File: src/rtl/shift_sched_pkg.sv
// Shared definitions for the shift_sched serializer slice.
//   - FSM state encodings (ST_IDLE, ST_SHIFT)
//   - shift direction encodings (DIR_MSB_FIRST, DIR_LSB_FIRST)
//   - default word / counter widths
//   - even_parity(): parity bit that makes the total count of ones even
package shift_sched_pkg;

  localparam int unsigned WIDTH_DEFAULT = 16;
  localparam int unsigned CNT_W_DEFAULT = 5;

  localparam logic [0:0] ST_IDLE  = 1'b0;
  localparam logic [0:0] ST_SHIFT = 1'b1;

  localparam logic DIR_MSB_FIRST = 1'b0;
  localparam logic DIR_LSB_FIRST = 1'b1;

  function automatic logic even_parity(input logic [WIDTH_DEFAULT-1:0] word);
    return ^word;
  endfunction

endpackage

File: src/rtl/rr_arb2.sv
// Two-way round-robin arbiter with a 1-bit last-served pointer.
// Ports:
//   i_clk, i_rst  clock, asynchronous active-high reset
//   i_en          grant enable; no grant and no pointer update when low
//   i_req[1:0]    request levels
//   o_gnt[1:0]    one-hot grant (combinational, same cycle as request)
// The pointer resets to 1 so requester 0 wins the first contention.
module rr_arb2 (
  input  logic       i_clk,
  input  logic       i_rst,
  input  logic       i_en,
  input  logic [1:0] i_req,
  output logic [1:0] o_gnt
);

  logic ptr_q, ptr_d;

  always_comb begin
    o_gnt = 2'b00;
    ptr_d = ptr_q;
    if (i_en) begin
      unique case (i_req)
        2'b01:   o_gnt = 2'b01;
        2'b10:   o_gnt = 2'b10;
        // Both requesting: the one not served last wins.
        2'b11:   o_gnt = ptr_q ? 2'b01 : 2'b10;
        default: o_gnt = 2'b00;
      endcase
      if (o_gnt[0]) begin
        ptr_d = 1'b0;
      end else if (o_gnt[1]) begin
        ptr_d = 1'b1;
      end
    end
  end

  always_ff @(posedge i_clk or posedge i_rst) begin
    if (i_rst) begin
      ptr_q <= 1'b1;
    end else begin
      ptr_q <= ptr_d;
    end
  end

endmodule

File: src/rtl/shift_reg.sv
// Parallel-load shift register.
// Ports:
//   i_clk, i_rst  clock, asynchronous active-high reset (clears to 0)
//   i_load        load i_data this edge (takes priority over shifting)
//   i_dir         0 = shift left (toward MSB), 1 = shift right (toward LSB)
//   i_data        parallel load word
//   o_out         register contents
// Shifts on every edge without a load; zeros are shifted in.
module shift_reg #(
  parameter int unsigned WIDTH = 16
) (
  input  logic             i_clk,
  input  logic             i_rst,
  input  logic             i_load,
  input  logic             i_dir,
  input  logic [WIDTH-1:0] i_data,
  output logic [WIDTH-1:0] o_out
);

  logic [WIDTH-1:0] sr_q, sr_d;

  always_comb begin
    sr_d = sr_q;
    if (i_load) begin
      sr_d = i_data;
    end else if (i_dir) begin
      sr_d = {1'b0, sr_q[WIDTH-1:1]};
    end else begin
      sr_d = {sr_q[WIDTH-2:0], 1'b0};
    end
  end

  always_ff @(posedge i_clk or posedge i_rst) begin
    if (i_rst) begin
      sr_q <= '0;
    end else begin
      sr_q <= sr_d;
    end
  end

  assign o_out = sr_q;

endmodule

File: src/rtl/shift_sched.sv
// Two-requester round-robin scheduler and serializer controller. Grants the
// shared shift register to one client at a time, loads its word and shifts it
// out as a framed serial stream.
// Ports:
//   i_clk, i_rst             clock, asynchronous active-high reset
//   i_req0/1                 word request levels
//   i_data0/1, i_dir0/1      word and bit order (0 = MSB first, 1 = LSB first)
//   o_gnt0/1                 one-cycle grant; data/dir captured on this edge
//   o_sdata, o_svalid        serial bit and its valid
//   o_sfirst, o_slast        frame delimiters
//   o_src                    requester owning the current frame
//   o_busy                   frame in progress
// Build option: define SHIFT_SCHED_PARITY_EN to append an even-parity bit,
// making frames WIDTH+1 bits long with o_slast on the parity bit.
module shift_sched
  import shift_sched_pkg::*;
#(
  parameter int unsigned WIDTH = WIDTH_DEFAULT,
  parameter int unsigned CNT_W = CNT_W_DEFAULT
) (
  input  logic             i_clk,
  input  logic             i_rst,
  input  logic             i_req0,
  input  logic [WIDTH-1:0] i_data0,
  input  logic             i_dir0,
  output logic             o_gnt0,
  input  logic             i_req1,
  input  logic [WIDTH-1:0] i_data1,
  input  logic             i_dir1,
  output logic             o_gnt1,
  output logic             o_sdata,
  output logic             o_svalid,
  output logic             o_sfirst,
  output logic             o_slast,
  output logic             o_src,
  output logic             o_busy
);

`ifdef SHIFT_SCHED_PARITY_EN
  localparam int unsigned FRAME_LEN = WIDTH + 1;
`else
  localparam int unsigned FRAME_LEN = WIDTH;
`endif
  localparam logic [CNT_W-1:0] LAST_IDX = CNT_W'(FRAME_LEN - 1);

  logic [0:0]       state_q, state_d;
  logic [CNT_W-1:0] cnt_q, cnt_d;
  logic             dir_q, dir_d;
  logic             src_q, src_d;
`ifdef SHIFT_SCHED_PARITY_EN
  logic             parity_q, parity_d;
`endif

  logic             in_shift;
  logic             arb_en;
  logic [1:0]       arb_gnt;
  logic             sr_load;
  logic [WIDTH-1:0] sr_data;
  logic [WIDTH-1:0] sr_out;
  logic             unused_sr_mid;

  assign in_shift = (state_q == ST_SHIFT);

  // Grant window: idle, or the last bit of the current frame so the next
  // frame can follow with no gap. Reset closes the window combinationally.
  assign arb_en = !i_rst && (!in_shift || (cnt_q == LAST_IDX));

  rr_arb2 u_arb (
    .i_clk (i_clk),
    .i_rst (i_rst),
    .i_en  (arb_en),
    .i_req ({i_req1, i_req0}),
    .o_gnt (arb_gnt)
  );

  assign o_gnt0  = arb_gnt[0];
  assign o_gnt1  = arb_gnt[1];
  assign sr_load = |arb_gnt;
  assign sr_data = arb_gnt[1] ? i_data1 : i_data0;

  shift_reg #(
    .WIDTH (WIDTH)
  ) u_shift_reg (
    .i_clk  (i_clk),
    .i_rst  (i_rst),
    .i_load (sr_load),
    .i_dir  (dir_q),
    .i_data (sr_data),
    .o_out  (sr_out)
  );

  // Only the two end bits of the register are ever tapped.
  assign unused_sr_mid = ^sr_out[WIDTH-2:1];

  always_comb begin
    state_d = state_q;
    cnt_d   = cnt_q;
    dir_d   = dir_q;
    src_d   = src_q;
`ifdef SHIFT_SCHED_PARITY_EN
    parity_d = parity_q;
`endif
    if (sr_load) begin
      state_d = ST_SHIFT;
      cnt_d   = '0;
      dir_d   = arb_gnt[1] ? i_dir1 : i_dir0;
      src_d   = arb_gnt[1];
`ifdef SHIFT_SCHED_PARITY_EN
      parity_d = even_parity(sr_data);
`endif
    end else if (in_shift) begin
      if (cnt_q == LAST_IDX) begin
        state_d = ST_IDLE;
        cnt_d   = '0;
      end else begin
        cnt_d = cnt_q + CNT_W'(1);
      end
    end
  end

  always_ff @(posedge i_clk or posedge i_rst) begin
    if (i_rst) begin
      state_q <= ST_IDLE;
      cnt_q   <= '0;
      dir_q   <= DIR_MSB_FIRST;
      src_q   <= 1'b0;
    end else begin
      state_q <= state_d;
      cnt_q   <= cnt_d;
      dir_q   <= dir_d;
      src_q   <= src_d;
    end
  end

`ifdef SHIFT_SCHED_PARITY_EN
  always_ff @(posedge i_clk or posedge i_rst) begin
    if (i_rst) begin
      parity_q <= 1'b0;
    end else begin
      parity_q <= parity_d;
    end
  end
`endif

  always_comb begin
    o_busy   = in_shift;
    o_svalid = in_shift;
    o_sfirst = in_shift && (cnt_q == '0);
    o_slast  = in_shift && (cnt_q == LAST_IDX);
    o_sdata  = 1'b0;
    if (in_shift) begin
      o_sdata = (dir_q == DIR_LSB_FIRST) ? sr_out[0] : sr_out[WIDTH-1];
`ifdef SHIFT_SCHED_PARITY_EN
      // Register content past bit WIDTH-1 is stale; emit the stored parity.
      if (cnt_q == CNT_W'(WIDTH)) begin
        o_sdata = parity_q;
      end
`endif
    end
  end

  assign o_src = src_q;

endmodule

File: config.mk
export PLATFORM = sky130hd
export DESIGN_NAME = shift_sched
export DESIGN_NICKNAME = d
export VERILOG_FILES = /design/src/rtl/shift_sched_pkg.sv /design/src/rtl/rr_arb2.sv /design/src/rtl/shift_reg.sv /design/src/rtl/shift_sched.sv
export SDC_FILE = /design/constraint.sdc
export NUM_CORES = 1
export LEC_CHECK = 0
export ABC_AREA = 1
export BUFFER_PORTS_ARGS = -buffer_cell sky130_fd_sc_hd__buf_2
export CORE_ASPECT_RATIO = 1.75
export CORE_MARGIN = 2
export CORE_UTILIZATION = 41
export DETAILED_ROUTE_END_ITERATION = 6
export PLACE_DENSITY_LB_ADDON = 0.15
export SLEW_MARGIN = 40
export SYNTH_ARGS = -nofsm -noshare
export SYNTH_HDL_FRONTEND = slang
export SYNTH_SLANG_ARGS = --single-unit
File: constraint.sdc
create_clock -name i_clk -period 1.5 [get_ports i_clk]
set_input_delay 0.075 -clock i_clk [delete_from_list [all_inputs] [get_ports i_clk]]
set_output_delay 0.075 -clock i_clk [all_outputs]
set_load 0.01 [all_outputs]
==> impl_metrics.env <==
export IMPL_yosys_warnings=0
export IMPL_synth_seq_area_share=0.376
export IMPL_required_ns=1.42
export IMPL_start_util=0.428
export IMPL_grt_max_degree=27
export IMPL_final_nets=327
export IMPL_setup_ws_ns=-0.0434
export IMPL_grt_pass1_vias=1477
export IMPL_gp_congestion=0.782
export IMPL_ant_nets=0
export IMPL_cp_cell_sequence="buf_4, buf_4, inv_4, ha_4, nand3_2, nor3_2, buf_2"
export IMPL_p_leak_nw=1.19
export IMPL_hold_viol=0
export IMPL_max_stage_delay_ns=0.39
export IMPL_insertedDiodeCount=0
export IMPL_min_path_type="primary input to asynchronous set/reset pin"
export IMPL_setup_tns_ns=-0.0910
export IMPL_finalHoldWorstSlack_ns=0.0955
export IMPL_fin_worst_skew_ns=0.00487
export IMPL_synth_edf_count=0
export IMPL_hpwl_mm=2.88
export IMPL_antenna_found_initial=0
export IMPL_cpMostUsedCell="buf_4"
export IMPL_powerDensity_nw_per_um2=1690
export IMPL_synthCells=228
export IMPL_dp_cells=320
export IMPL_synth_area_leader_cell="dfrtp_1"
export IMPL_synthTopCellsByCount="inv_1 (51), nand2_1 (50), dfrtp_1 (24)"
export IMPL_fin_util=0.549
export IMPL_cpMaxStageDelayCell="dfrtp_1"
export IMPL_syn_to_final_growth_pct=28.5
export IMPL_root_buffer="clkbuf_8"
export IMPL_max_slew_worst_pin_slew_ns=0.390
export IMPL_cts_path_max_buffers=2
export IMPL_dieHeight_um=88.4
export IMPL_drt_iter0_drc=17
export IMPL_std_cell_rows=30
export IMPL_multi_input_area_um2=786
export IMPL_wl_per_cell_um=11.9
export IMPL_h_tree_depth=1
export IMPL_dr_pass1_iters=4
export IMPL_io_pins=46
export IMPL_synthDistinctLibCells=23
export IMPL_start_kind="flip-flop"
export IMPL_fin_crit_sh=1.03
export IMPL_wl_mm=3.98
export IMPL_die_w_um=52.2
export IMPL_dieArea_um2=4620
export IMPL_end_kind="output port"
export IMPL_stdcell_area_um2=2140
export IMPL_synth_fp_nets=268
export IMPL_synth_area_leaders="dfrtp_1 (36%), inv_1 (11%), nand2_1 (11%)"
export IMPL_clk_latency_ns=0.27
export IMPL_syn_avg_cell_area_um2=7.32
export IMPL_status="finished with violations"
export IMPL_finalNonFillerCells=334
export IMPL_syn_area_um2=1670
export IMPL_synth_top_area_share=0.360
export IMPL_maxSlewHeadroom=0.739
export IMPL_synth_most_common_cell="inv_1"
export IMPL_clkSlewWorstSetupHoldPaths_ns=0.09
export IMPL_arrival_ns=1.47
export IMPL_violations="negative setup slack"
export IMPL_drive_gt1_frac=0.353
export IMPL_place_ws_ns=0.0349
export IMPL_io_buffers=45
export IMPL_dpl_instance_area_um2=1950
export IMPL_p_total_mw=3.61
export IMPL_path_max_fanout=2
export IMPL_finalSetupViolCount=3
export IMPL_drv_slew=0
export IMPL_vias=1621
export IMPL_numCtsBuffers=3
export IMPL_vias_per_cell=4.85
export IMPL_cts_tree="yes"
export IMPL_clock_sinks=25
export IMPL_ys_async_sr_fraction=1.00
export IMPL_ys_flop_type="dfrtp_1"
export IMPL_grt_first_pass_wirelength_mm=6.62
export IMPL_timing_fmax_ghz=0.648
export IMPL_regArea_um2=627
export IMPL_drcViolationCount=0
export IMPL_rsz0062_at_grt="true"
export IMPL_max_cap_violations=0
export IMPL_track_usage=0.187
export IMPL_n_fill_cell=395
export IMPL_grt_overflow=0
export IMPL_ys_ff_latch=25
export IMPL_criticalPathCategory="flip-flop to output port"
export IMPL_period_minus_slack_ns=1.54
export IMPL_core_um2=3900
export IMPL_vdd_ir_drop_max_v=0.000864
==> placed cells by master (no fill, tap or decap), drive strengths merged <==
master | Yosys | layout
a21oi | 1 | 1
o21ai | 6 | 6
nand3 | 23 | 23
dlygate4sd3 | 0 | 2
dfstp | 1 | 1
clkinv | 1 | 2
clkbuf | 1 | 3
nor2 | 8 | 8
nor3 | 1 | 1
ha | 2 | 2
o211ai | 15 | 15
nand4 | 17 | 17
nand2 | 52 | 52
or2 | 10 | 10
buf | 13 | 66
inv | 51 | 51
dfrtp | 24 | 24
xor2 | 1 | 1
a211oi | 1 | 1
==> kinds of logic (layout without fill, tap and decap cells) <==
family / count (synthesis) / in the layout / synth area share
flops: 25 / 25 / 0.376
buf+inv: 66 / 124 / 0.180
xor+xnor: 1 / 1 / 0.00525
compound gates: 23 / 23 / 0.0952
simple gates: 111 / 111 / 0.329
fa+ha+maj: 2 / 2 / 0.0150
==> final cells by class <==
class | count | area share
inverters | 52 | 0.0957
flip-flops and latches | 25 | 0.292
repair buffers | 68 | 0.196
clock inverters | 1 | 0.00233
clock buffers | 3 | 0.0193
well taps | 48 | 0.0280
multi-input cells | 137 | 0.366
==> critical path, delay by kind of cell (launching register included) <==
family,cells,cell delay [ns]
AND/OR/NAND/NOR,2,0.22
adder cells (fa/ha/maj),1,0.12
buffers and inverters,4,0.48
flip-flops,1,0.39
==> layer usage <==
metal	global-route usage	wire, µm	vias up
li1	-	-	841
met4	0.0629	53	0
met5	0	0	-
met3	0.0169	111	4
met2	0.319	2050	33
met1	0.247	1760	743
==> power by group <==
| group | leakage [nW] | internal, mW | switching (mW) | total, mW |
|---|---|---|---|---|
| sequential | 0.292 | 1.02 | 0.183 | 1.20 |
| clock | 0.0255 | 0.186 | 0.219 | 0.405 |
| combinational | 0.871 | 0.906 | 1.10 | 2.01 |
==> worst paths after layout <==
path	startpoint	cells after the start	slack, ns	to
max	cnt_q[0]	7	-0.04	o_sfirst
min	i_rst	3	0.1	u_arb.ptr_q
max reg2reg	cnt_q[1]	10	-0.01	u_shift_reg.o_out[14]
min reg2reg	o_src	2	0.49	o_src
max in group asynchronous	i_rst	4	0.68	u_shift_reg.o_out[5]
min in group i_clk	i_data0[2]	5	0.10	u_shift_reg.o_out[2]
==> registers in the layout, indices dropped and copies added (netlist names) <==
register / cells
o_src: 1
dir_q: 1
cnt_q: 5
u_shift_reg.o_out: 16
u_arb.ptr_q: 1
o_busy: 1
==> what timing repair did <==
item	4_1_cts	5_1_grt
hold buffers	2	0
pin swaps	1	4
setup buffers	6	2
gates resized for setup	10	12
endpoints found under the setup margin	2	28
hold endpoints to repair	24	0
Note: power is estimated with default switching activity, not from simulation.
